<file path="src/rtl/day10_pkg.sv">
// Shared definitions for the day-10 machine-line parser: ASCII codes, parser states
// and small character helpers.
package day10_pkg;

    localparam logic [7:0] CHAR_LBRACK = 8'h5B;
    localparam logic [7:0] CHAR_RBRACK = 8'h5D;
    localparam logic [7:0] CHAR_DOT    = 8'h2E;
    localparam logic [7:0] CHAR_HASH   = 8'h23;
    localparam logic [7:0] CHAR_LPAREN = 8'h28;
    localparam logic [7:0] CHAR_RPAREN = 8'h29;
    localparam logic [7:0] CHAR_LBRACE = 8'h7B;
    localparam logic [7:0] CHAR_RBRACE = 8'h7D;
    localparam logic [7:0] CHAR_COMMA  = 8'h2C;
    localparam logic [7:0] CHAR_SPACE  = 8'h20;
    localparam logic [7:0] CHAR_NL     = 8'h0A;
    localparam logic [7:0] CHAR_CR     = 8'h0D;

    typedef enum logic [3:0] {
        StIdle,
        StLights,
        StButtons,
        StBtnIdx,
        StJolt,
        StEnd,
        StSkip,
        StEmit,
        StWaitHi,
        StWaitLo
    } parser_state_t;

    function automatic logic is_digit(input logic [7:0] c);
        return (c >= 8'h30) && (c <= 8'h39);
    endfunction

    function automatic logic accepts_bytes(input parser_state_t s);
        return s inside {StIdle, StLights, StButtons, StBtnIdx, StJolt, StEnd, StSkip};
    endfunction

endpackage

</file>
<file path="src/rtl/day10_line_parser_accum.sv">
// Decimal digit accumulator: value = value*10 + digit, saturating at all-ones.
module ascii_uint_accum #(
    parameter int unsigned W = 4
) (
    input  logic         clk,
    input  logic         rst_n,
    input  logic         clr,
    input  logic         en,
    input  logic [3:0]   digit,
    output logic [W-1:0] value
);

    localparam int unsigned PW = W + 4;

    logic [W-1:0]  value_q;
    logic [PW-1:0] prod;
    logic [W-1:0]  sat;

    // value*10+9 < 16*2^W, so PW bits never overflow before saturation.
    always_comb begin
        prod = {4'b0000, value_q} * PW'(10) + {{W{1'b0}}, digit};
        sat  = (|prod[PW-1:W]) ? {W{1'b1}} : prod[W-1:0];
    end

    always_ff @(posedge clk or negedge rst_n) begin
        if (!rst_n) begin
            value_q <= '0;
        end else if (clr) begin
            value_q <= '0;
        end else if (en) begin
            value_q <= sat;
        end
    end

    assign value = value_q;

endmodule

</file>
<file path="src/rtl/day10_line_parser.sv">
// Parses day-10 machine lines from an ASCII byte stream into light/button fields and
// hands each good line to the consumer with a start pulse and busy handshake.
module day10_line_parser
    import day10_pkg::*;
#(
    parameter int unsigned MAX_NUM_LIGHTS    = 10,
    parameter int unsigned MAX_NUM_BUTTONS   = 13,
    parameter int unsigned MAX_NUM_LIGHTS_W  = $clog2(MAX_NUM_LIGHTS + 1),
    parameter int unsigned MAX_NUM_BUTTONS_W = $clog2(MAX_NUM_BUTTONS + 1),
    parameter int unsigned AXI_DATA_WIDTH    = 8
) (
    input  logic                                             clk,
    input  logic                                             rst_n,
    input  logic [AXI_DATA_WIDTH-1:0]                        char_stream_tdata,
    input  logic                                             char_stream_tvalid,
    output logic                                             char_stream_tready,
    input  logic                                             char_stream_tlast,
    output logic [MAX_NUM_LIGHTS_W-1:0]                      num_lights,
    output logic [MAX_NUM_LIGHTS-1:0]                        target_lights_arrangement,
    output logic [MAX_NUM_BUTTONS_W-1:0]                     num_buttons,
    output logic [MAX_NUM_BUTTONS-1:0][MAX_NUM_LIGHTS-1:0]   buttons,
    output logic                                             start,
    input  logic                                             day10_input_busy,
    output logic                                             parse_error,
    output logic [15:0]                                      lines_emitted
);

    localparam int unsigned NLW = MAX_NUM_LIGHTS_W;
    localparam int unsigned NBW = MAX_NUM_BUTTONS_W;
    localparam logic [NLW-1:0] MaxLights  = NLW'(MAX_NUM_LIGHTS);
    localparam logic [NBW-1:0] MaxButtons = NBW'(MAX_NUM_BUTTONS);

    parser_state_t state_q, state_d;
    logic          tready_q, start_q, parse_error_q, have_digit_q;
    logic [15:0]   lines_q;
    logic [NLW-1:0] num_lights_q;
    logic [MAX_NUM_LIGHTS-1:0] target_q;
    logic [NBW-1:0] num_buttons_q;
    logic [MAX_NUM_BUTTONS-1:0][MAX_NUM_LIGHTS-1:0] buttons_q;

    logic [7:0]     ch;
    logic           fire, eol, tlast;
    logic [NLW-1:0] idx_value;
    logic set_err, line_clear, light_wr, acc_clr, acc_en, btn_set, btn_close;
    logic emit_req, do_start;

    assign ch    = char_stream_tdata[7:0];
    assign tlast = char_stream_tlast;
    assign fire  = char_stream_tvalid && tready_q;
    assign eol   = (ch == CHAR_NL) || tlast;

    ascii_uint_accum #(
        .W(NLW)
    ) u_idx_accum (
        .clk  (clk),
        .rst_n(rst_n),
        .clr  (acc_clr),
        .en   (acc_en),
        .digit(ch[3:0]),
        .value(idx_value)
    );

    always_comb begin
        state_d    = state_q;
        set_err    = 1'b0;
        line_clear = 1'b0;
        light_wr   = 1'b0;
        acc_clr    = 1'b0;
        acc_en     = 1'b0;
        btn_set    = 1'b0;
        btn_close  = 1'b0;
        emit_req   = 1'b0;
        do_start   = 1'b0;
        case (state_q)
            StIdle: if (fire) begin
                if (ch == CHAR_LBRACK) begin
                    if (tlast) set_err = 1'b1;
                    else begin
                        line_clear = 1'b1;
                        state_d    = StLights;
                    end
                end else if (!(ch == CHAR_NL || ch == CHAR_CR || ch == CHAR_SPACE)) begin
                    set_err = 1'b1;
                end
            end
            StLights: if (fire) begin
                if (tlast) set_err = 1'b1;
                else if (ch == CHAR_DOT || ch == CHAR_HASH) begin
                    if (num_lights_q == MaxLights) set_err = 1'b1;
                    else light_wr = 1'b1;
                end else if (ch == CHAR_RBRACK) begin
                    if (num_lights_q == '0) set_err = 1'b1;
                    else state_d = StButtons;
                end else set_err = 1'b1;
            end
            StButtons: if (fire) begin
                if (tlast) set_err = 1'b1;
                else if (ch == CHAR_LPAREN) begin
                    if (num_buttons_q == MaxButtons) set_err = 1'b1;
                    else begin
                        acc_clr = 1'b1;
                        state_d = StBtnIdx;
                    end
                end else if (ch == CHAR_LBRACE) state_d = StJolt;
                else if (ch != CHAR_SPACE) set_err = 1'b1;
            end
            StBtnIdx: if (fire) begin
                if (tlast) set_err = 1'b1;
                else if (is_digit(ch)) acc_en = 1'b1;
                else if (ch == CHAR_COMMA || ch == CHAR_RPAREN) begin
                    // have_digit catches "()", "(," and a trailing ",)"
                    if (!have_digit_q || idx_value >= num_lights_q) set_err = 1'b1;
                    else begin
                        btn_set = 1'b1;
                        if (ch == CHAR_COMMA) acc_clr = 1'b1;
                        else begin
                            btn_close = 1'b1;
                            state_d   = StButtons;
                        end
                    end
                end else set_err = 1'b1;
            end
            StJolt: if (fire) begin
                if (is_digit(ch) || ch == CHAR_COMMA) begin
                    if (tlast) set_err = 1'b1;
                end else if (ch == CHAR_RBRACE) begin
                    if (tlast) emit_req = 1'b1;
                    else state_d = StEnd;
                end else set_err = 1'b1;
            end
            StEnd: if (fire) begin
                if (eol) emit_req = 1'b1;
                else if (!(ch == CHAR_CR || ch == CHAR_SPACE)) set_err = 1'b1;
            end
            StSkip: if (fire && eol) state_d = StIdle;
            StEmit:   emit_req = 1'b1;
            StWaitHi: if (day10_input_busy) state_d = StWaitLo;
            StWaitLo: if (!day10_input_busy) state_d = StIdle;
            default:  state_d = StIdle;
        endcase
        if (emit_req) begin
            if (!day10_input_busy) begin
                do_start = 1'b1;
                state_d  = StWaitHi;
            end else begin
                state_d = StEmit;
            end
        end
        if (set_err) state_d = eol ? StIdle : StSkip;
    end

    always_ff @(posedge clk or negedge rst_n) begin
        if (!rst_n) begin
            state_q       <= StIdle;
            tready_q      <= 1'b0;
            start_q       <= 1'b0;
            parse_error_q <= 1'b0;
            have_digit_q  <= 1'b0;
            lines_q       <= '0;
            num_lights_q  <= '0;
            target_q      <= '0;
            num_buttons_q <= '0;
            buttons_q     <= '0;
        end else begin
            state_q  <= state_d;
            tready_q <= accepts_bytes(state_d);
            start_q  <= do_start;
            if (do_start) lines_q <= lines_q + 16'd1;
            if (set_err) parse_error_q <= 1'b1;
            if (acc_clr) have_digit_q <= 1'b0;
            else if (acc_en) have_digit_q <= 1'b1;
            if (line_clear) begin
                num_lights_q  <= '0;
                target_q      <= '0;
                num_buttons_q <= '0;
                buttons_q     <= '0;
            end
            if (light_wr) begin
                target_q[num_lights_q] <= (ch == CHAR_HASH);
                num_lights_q           <= num_lights_q + NLW'(1);
            end
            if (btn_set) buttons_q[num_buttons_q][idx_value] <= 1'b1;
            if (btn_close) num_buttons_q <= num_buttons_q + NBW'(1);
        end
    end

    assign char_stream_tready        = tready_q;
    assign start                     = start_q;
    assign parse_error               = parse_error_q;
    assign lines_emitted             = lines_q;
    assign num_lights                = num_lights_q;
    assign target_lights_arrangement = target_q;
    assign num_buttons               = num_buttons_q;
    assign buttons                   = buttons_q;

endmodule

</file>
<file path="config.mk">
export PLATFORM = sky130hd
export DESIGN_NAME = day10_line_parser
export DESIGN_NICKNAME = d
export VERILOG_FILES = /design/src/rtl/day10_pkg.sv /design/src/rtl/day10_line_parser_accum.sv /design/src/rtl/day10_line_parser.sv
export SDC_FILE = /design/constraint.sdc
export NUM_CORES = 1
export LEC_CHECK = 0
export CAP_MARGIN = 20
export CORE_MARGIN = 3
export CORE_UTILIZATION = 45
export DETAILED_ROUTE_END_ITERATION = 8
export PLACE_DENSITY = 0.76
export RECOVER_POWER = 50
export SLEW_MARGIN = 20
export SYNTH_ARGS = -nofsm -noshare
export SYNTH_HDL_FRONTEND = slang
export SYNTH_HIERARCHICAL = 1
export SYNTH_SLANG_ARGS = --single-unit
</file>
<file path="constraint.sdc">
create_clock -name clk -period 3.3 [get_ports clk]
set_input_delay 0.99 -clock clk [delete_from_list [all_inputs] [get_ports clk]]
set_output_delay 0.99 -clock clk [all_outputs]
set_load 0.02 [all_outputs]
</file>
==> Word level (Yosys, flattened, before mapping) <==
Cells that the tools add are included.
{ "word_totals": {"ff_bits": 176, "in_bits": 13, "output_inout_bits": 167} }
{ "classes": {"addsub": 4, "multipliers": 1, "order_cmp": 9, "n_eq_ne": 30, "n_mux": 123, "bitwise": 1, "reduce_logical": 24} }
{ "ops": {"columns": ["cell", "count"], "rows": [
  ["$mux W130", 2],
  ["$mux W4", 35],
  ["$or A130 B130 Y130", 1],
  ["$mux W1", 74],
  ["$eq A8 B6 Y1 const B", 6],
  ["$demux W10 S4", 1],
  ["$pmux W4 S9", 1],
  ["$eq A8 B7 Y1 const B", 4],
  ["$mux W10", 3],
  ["$eq A4 B3 Y1 const B", 7],
  ["$add A16 B1 Y16 const B", 1],
  ["$eq A4 B2 Y1 const B", 4],
  ["$eq A4 B4 Y1 const B", 4],
  ["$eq A8 B4 Y1 const B", 2],
  ["$lt A4 B5 Y1 const B", 3],
  ["$ge A4 B1 Y1 const B", 3],
  ["$logic_not A4 Y1", 3],
  ["$bwmux W10", 1],
  ["$add A4 B1 Y4 const B", 2],
  ["$add A8 B4 Y8", 1],
  ["$demux W1 S4", 2],
  ["$eq A4 B1 Y1 const B", 2],
  ["$ge A8 B6 Y1 const B", 1],
  ["$le A8 B6 Y1 const B", 1],
  ["other kinds (14)", 28]
]} }

==> Longest topological paths before layout <==
{ "depth": {"depth_word": 12, "mapped_depth": 9, "depth_no_buf": 9} }

==> Modules after synthesis <==
Netlist, hierarchy kept.
{ "by_module_without_submodules": {"columns": ["mod", "n_inst", "cells_per_inst", "area_per_inst_um2", "seq_area_each_um2"], "rows": [
  ["day10_line_parser", 1, 688, 7467.2, 4304.1],
  ["ascii_uint_accum", 1, 43, 414.1, 100.1]
]} }

==> Worst setup path before layout <==
OpenSTA, ideal clock, no wires.
{ "synth_path": {"kind": "input port to flip-flop", "start": "in char_stream_tdata[1]", "end": "reg state_q[1]", "setup_time_ns": 0.125, "t_arrival_ns": 2.808, "required_ns": 3.175, "setup_slack_ns": 0.367, "path_stages": 7, "path_buffers": 1, "cell_sequence": "clkbuf_1 nand4b_1 or3_1 o211a_1 a2111o_1 a22oi_1 mux2_2"} }
{ "synth_between": {"elab_chain_cells": 10, "elab_cells_between_ends": 77, "classes_between": "order compare (2); eq/ne (13); mux (53); reduce/logical (9)"} }
{ "synth_lines": {"columns": ["element", "line_no", "text"], "rows": [
  ["from (decl)", "day10_line_parser.sv:14", "input logic [AXI_DATA_WIDTH-1:0] char_stream_tdata,"],
  ["$eq A8 B6 Y1", "day10_line_parser.sv:110, day10_line_parser.sv:115, day10_line_parser.sv:124", null],
  ["$mux W4", "day10_line_parser.sv:115", "if (ch == CHAR_COMMA) acc_clr = 1'b1;"],
  ["$mux W4", "day10_line_parser.sv:112", "if (!have_digit_q || idx_value >= num_lights_q) set_err = 1'b1;"],
  ["$mux W4", "day10_line_parser.sv:110", "else if (ch == CHAR_COMMA || ch == CHAR_RPAREN) begin"],
  ["$mux W4", "day10_line_parser.sv:109", "else if (is_digit(ch)) acc_en = 1'b1;"],
  ["$mux W4", "day10_line_parser.sv:108", "if (tlast) set_err = 1'b1;"],
  ["$mux W4", "day10_line_parser.sv:107", "StBtnIdx: if (fire) begin"],
  ["$pmux W4 S9", "day10_line_parser.sv:74", "case (state_q)"],
  ["$mux W4", "day10_line_parser.sv:141", "if (emit_req) begin"],
  ["$mux W4 (*)", "day10_line_parser.sv:149", "if (set_err) state_d = eol ? StIdle : StSkip;"],
  ["net state_d[1]", "day10_line_parser.sv:33", "parser_state_t state_q, state_d;"],
  ["to (signal assigned)", "day10_line_parser.sv:154", "state_q <= StIdle;"],
  ["to (signal assigned)", "day10_line_parser.sv:165", "state_q <= state_d;"],
  ["to (decl)", "day10_line_parser.sv:33", null]
]} }
The timed path passes the listed nets; every way through them passes the cells marked *.
A chain may end at the register's enable or synchronous reset.

==> Worst setup path after layout <==
{ "layout_path": {"start": "in char_stream_tdata[3]", "end": "reg buttons_q (netlist bit buttons[23])"} }
{ "layout_between": {"elab_chain_cells": 8, "elab_cells_between_ends": 18, "classes_between": "order compare (2); eq/ne (3); mux (10); bitwise (1); reduce/logical (2)"} }
{ "layout_lines": {"columns": ["element", "line_no", "text"], "rows": [
  ["branches (longest 7 deep; another with $ge A8 B6 Y1)", null, null],
  ["$mux W130 (*)", "day10_line_parser.sv:182", "if (btn_set) buttons_q[num_buttons_q][idx_value] <= 1'b1;"],
  ["to (signal assigned)", "day10_line_parser.sv:163", "buttons_q <= '0;"],
  ["to (signal assigned)", "day10_line_parser.sv:176", "buttons_q <= '0;"],
  ["to (signal, indexed assignment)", "day10_line_parser.sv:182", null],
  ["to (decl)", "day10_line_parser.sv:39", "logic [MAX_NUM_BUTTONS-1:0][MAX_NUM_LIGHTS-1:0] buttons_q;"]
]} }
Mark *: on every way between the ends.

==> run_results.csv <==
group,metric,value,unit
setup_path,regToRegStartpoint,"num_lights[0]",
floorplan,start_util,46.70,%
clocking,cts-resized-gates,0,
flow_run,drv.max_cap_violation_count,1,
clocking,cts.root.buffer_cell,"sky130_fd_sc_hd__clkbuf_16",
synth,synth.yosys.warnings,6,
global_routing,initial_antenna_violation_count,0,
synth,synthFlopType,"sky130_fd_sc_hd__dfrtp_1",
detailed_routing,detailroute.wirelength.met3,1.308,mm
sta,worst_margin_slew,1.926,ns
pwr,cellInternalPower,3.497,mW
sta,final_hold_viol_count,0,
pwr,power-per-cell-area,423.3,nW/um^2
cells_and_area,layout.nets,981,
sta,setup_viol,0,
detailed_routing,wl_met2,10.41,mm
setup_path,worst_setup_path_endpoint,"buttons[23]",
clocking,clock_tree.htree_level_count,4,
detailed_routing,drt_first_pass_iters,5,
detailed_routing,detailroute.via_count,6589,
detailed_routing,post_drt_wl_per_cell,18.26,microns
setup_path,rr_endpoint,"state_q[1]",
clocking,tritoncts,"yes",
floorplan,die_x,138.3,microns
setup_path,critical_path.startpoint,"char_stream_tdata[3]",
setup_path,worst_path_fanout_max,66,
sta,rsz_0062_raised_after_global_routing,"false",
global_routing,largest_net_degree_at_the_start_of_global_routing,80,
cells_and_area,post_route_cells_drive_above_1_share,11.05,%
pwr,clkPwrFrac,43.9,%
clocking,cts_made_buffers,17,
clocking,clkTransAtPathRegs,0.06,ns
synth,synth.cell_area,7881,sq um
synth,yosys.area.top_type,"sky130_fd_sc_hd__dfrtp_1",
global_routing,grt_pass1_wl,35.47,mm
setup_path,critical_path_class,"primary input to flip-flop",
sta,slew-limit-headroom,-28.38,%
clocking,cts.sink_count,176,
place,placement.io_buffers,179,
cells_and_area,final-instance-count-excl-fill,1179,
place,placed_cells_incl_taps,1147,
pwr,static-leakage-power,5.189,nW
run_status,outcome,"complete, but fails checks",
synth,synthesis.area_per_instance,10.78,sq um
synth,synthesis.nets,766,
synth,synth_top_cells_by_area,"sky130_fd_sc_hd__dfrtp_1 56%, sky130_fd_sc_hd__a22o_1 7.2%, sky130_fd_sc_hd__nand2_1 5.5%, sky130_fd_sc_hd__o21ai_0 4.9%, sky130_fd_sc_hd__ha_1 3.2%",
detailed_routing,dr.max_layer_used,"met4",
floorplan,floorplan.rows,47,
synth,synthesized_instance_count,731,
sta,final_slew_viol_count,79,
setup_path,critPathLaunchType,"primary input",
setup_path,worstSetupEndpointType,"flip-flop",
synth,number_of_enable_type_register_cells_in_the_synthesized_netlist,0,
sta,fin_setup_tns,0,ns
min_path,holdCritPathClass,"flip-flop to flip-flop",
setup_path,cell_depth_of_the_worst_flop_to_flop_path,9,
floorplan,die_height,138.3,microns
sta,period_minus_slack,3.042,ns
detailed_routing,drc_errors,0,
synth,netlist-cell-type-count,64,
sta,layout_worst_path_cycle_share,92.17,%
floorplan,die_area,19140,sq um
setup_path,setup.reg_to_reg.worst_slack,0.62,ns
synth,ys_seq_elements,176,
setup_path,arrival,3.35,ns
pwr,power_switching_share,24.12,%
detailed_routing,dr.first_iter.drc_count,452,
synth,postSynth.asyncResetShare,100.0,%
global_routing,vias_in_the_first_global_route,6541,
detailed_routing,drt-total-wl,21.53,mm
cells_and_area,postLayoutCellArea,10890,sq um
clocking,ctsLongestPathBuffers,2,
global_routing,gr-usage-all-layers,22.63,%
detailed_routing,detail_route.wirelength.met1,9.579,mm
setup_path,critical_path_required,3.61,ns
sta,achievable-frequency,328.8,MHz
clocking,worstSkewPairLatency,0.43,ns
pwr,total_switching_power,1.112,mW
floorplan,top_level_ports,180,
pwr,power.combinational.fraction,7.8,%
place,dpl-instance-area,10310,sq um
synth,synth_seq_area_share,55.88,%
synth,synth_largest_type_area_fraction,55.88,%
cells_and_area,areaGrowthSynthToFinish,38.16,%
sta,clock-skew-final,0.008553,ns
detailed_routing,viasPerCell,5.589,
clocking,hold_buffers,0,
pwr,p_seq_share,48.3,%
place,place.gp.congestion,0.8813,
run_status,failed_checks,"capacitance limit, slew limit",
pwr,peakVddDrop,361.4,uV
global_routing,overflow,0,
floorplan,fp.coreArea,16880,sq um
detailed_routing,drtAntennaViolNets,0,
clocking,cts_setup_buffers,0,
place,dp_hpwl,15.29,mm
cells_and_area,antenna_cells,0,
final cells by class:
type                    instances  area (sq um)
repair buffers                234          2300
clock buffers                  20         446.7
inverters                      13         48.80
fillers                      1366          5988
flip-flops and latches        176          4404
well taps                     220         275.3
multi-input cells             504          3268
clock inverters                12         146.4
critical path, cell delays in order:
cell and delay, ns:
sky130_fd_sc_hd__clkdlybuf4s50_1 0.64, sky130_fd_sc_hd__and4b_1 0.30, sky130_fd_sc_hd__nand4_1 0.17, sky130_fd_sc_hd__or4_2 0.70, sky130_fd_sc_hd__buf_12 0.23, sky130_fd_sc_hd__a22o_1 0.27
sequential cells by signal, indices dropped and copies added (netlist names):
signal / count
buttons: 130
lines_emitted: 16
target_lights_arrangement: 10
num_buttons: 4
num_lights: 4
state_q: 4
u_idx_accum/value: 4
char_stream_tready: 1
have_digit_q: 1
parse_error: 1
start: 1
through the flow:
step / power [mW] / utilization [%] / setup WS [ns] / hold WS, ns
after CTS: 4.639 / 64.63 / 0.2920 / 0.4763
after detailed placement: 2.624 / 61.12 / -0.1525 / 0.4553
after global routing: 4.775 / 64.52 / 0.09108 / 0.4934
after floorplan: 2.459 / - / 0.3673 / 0.4584
final: 4.609 / 64.52 / 0.2583 / 0.4676
after global placement: 2.621 / 61.12 / -0.1690 / 0.4529
cell usage after synthesis, types with 5 or more instances:
cell / count
sky130_fd_sc_hd__o21ai_0: 77
sky130_fd_sc_hd__nor2_1: 32
sky130_fd_sc_hd__nor2b_1: 8
sky130_fd_sc_hd__nand3_1: 18
sky130_fd_sc_hd__xor2_1: 9
sky130_fd_sc_hd__buf_2: 5
sky130_fd_sc_hd__mux2i_1: 14
sky130_fd_sc_hd__nor3_1: 9
sky130_fd_sc_hd__dfrtp_1: 176
sky130_fd_sc_hd__ha_1: 20
sky130_fd_sc_hd__nand2_1: 115
sky130_fd_sc_hd__and3_1: 14
sky130_fd_sc_hd__clkbuf_1: 29
sky130_fd_sc_hd__inv_1: 13
sky130_fd_sc_hd__nor3b_1: 5
sky130_fd_sc_hd__xnor2_1: 9
sky130_fd_sc_hd__a31oi_1: 5
sky130_fd_sc_hd__and2_1: 14
sky130_fd_sc_hd__a22o_1: 65
sky130_fd_sc_hd__nand4_1: 9
sky130_fd_sc_hd__nand2b_1: 5
kinds of logic (layout without fill, tap and decap cells):
| family | Yosys count | after routing | share of synthesized area [%] |
|---|---|---|---|
| compound gates | 186 | 186 | 16.53 |
| flops | 176 | 176 | 55.88 |
| fa+ha+maj | 22 | 22 | 3.683 |
| buf+inv | 51 | 279 | 2.699 |
| simple gates | 260 | 260 | 16.86 |
| mux | 18 | 18 | 2.349 |
| xor+xnor | 18 | 18 | 2.000 |
metal layers:
metal | vias to the layer above | GRT usage (%)
met2 | 221 | 37.05
met1 | 3286 | 31.06
met5 | - | 0
met3 | 19 | 5.249
met4 | 0 | 4.992
li1 | 3063 | -
cell usage in the layout, fill, tap and decap left out, types with 3 or more instances in the layout:
cell type,n
sky130_fd_sc_hd__dfrtp_1,176
sky130_fd_sc_hd__nand2_1,114
sky130_fd_sc_hd__clkdlybuf4s50_1,95
sky130_fd_sc_hd__dlygate4sd3_1,83
sky130_fd_sc_hd__o21ai_0,77
sky130_fd_sc_hd__a22o_1,65
sky130_fd_sc_hd__buf_4,46
sky130_fd_sc_hd__nor2_1,32
sky130_fd_sc_hd__ha_1,20
sky130_fd_sc_hd__nand3_1,18
sky130_fd_sc_hd__clkbuf_16,17
sky130_fd_sc_hd__mux2i_1,14
sky130_fd_sc_hd__and3_1,14
sky130_fd_sc_hd__and2_1,14
sky130_fd_sc_hd__inv_1,13
sky130_fd_sc_hd__nor3_1,9
sky130_fd_sc_hd__nand4_1,9
sky130_fd_sc_hd__xor2_1,9
sky130_fd_sc_hd__xnor2_1,9
sky130_fd_sc_hd__nor2b_1,8
sky130_fd_sc_hd__buf_12,8
sky130_fd_sc_hd__a31oi_1,5
sky130_fd_sc_hd__nand2b_1,5
sky130_fd_sc_hd__nor3b_1,5
sky130_fd_sc_hd__or3_1,4
sky130_fd_sc_hd__mux2_2,4
sky130_fd_sc_hd__inv_6,4
sky130_fd_sc_hd__o21a_1,4
sky130_fd_sc_hd__and3b_1,3
sky130_fd_sc_hd__a21oi_1,3
sky130_fd_sc_hd__a22oi_1,3
sky130_fd_sc_hd__o211ai_1,3
sky130_fd_sc_hd__o22ai_1,3
sky130_fd_sc_hd__nor3_2,3
sky130_fd_sc_hd__clkinvlp_4,3
worst min-delay path by stage:
stage / slack [ns] / cells after the start / from / end
after floorplan: 0.46 / 2 / have_digit_q / have_digit_q
after global placement: 0.45 / 1 / parse_error / parse_error
after detailed placement: 0.46 / 1 / parse_error / parse_error
after CTS: 0.48 / 1 / parse_error / parse_error
after global routing: 0.49 / 2 / buttons[56] / buttons[56]
final: 0.47 / 1 / parse_error / parse_error
power by group through the flow:
stage	combinational, mW	clock (mW)	sequential [mW]
CTS	0.360	2.05	2.22
finish	0.357	2.03	2.23
detailed placement	0.358	0	2.27
global placement	0.355	0	2.27
floorplan	0.222	0	2.24
global route	0.393	2.15	2.23
No activity file was read; power rests on OpenSTA's default activity.
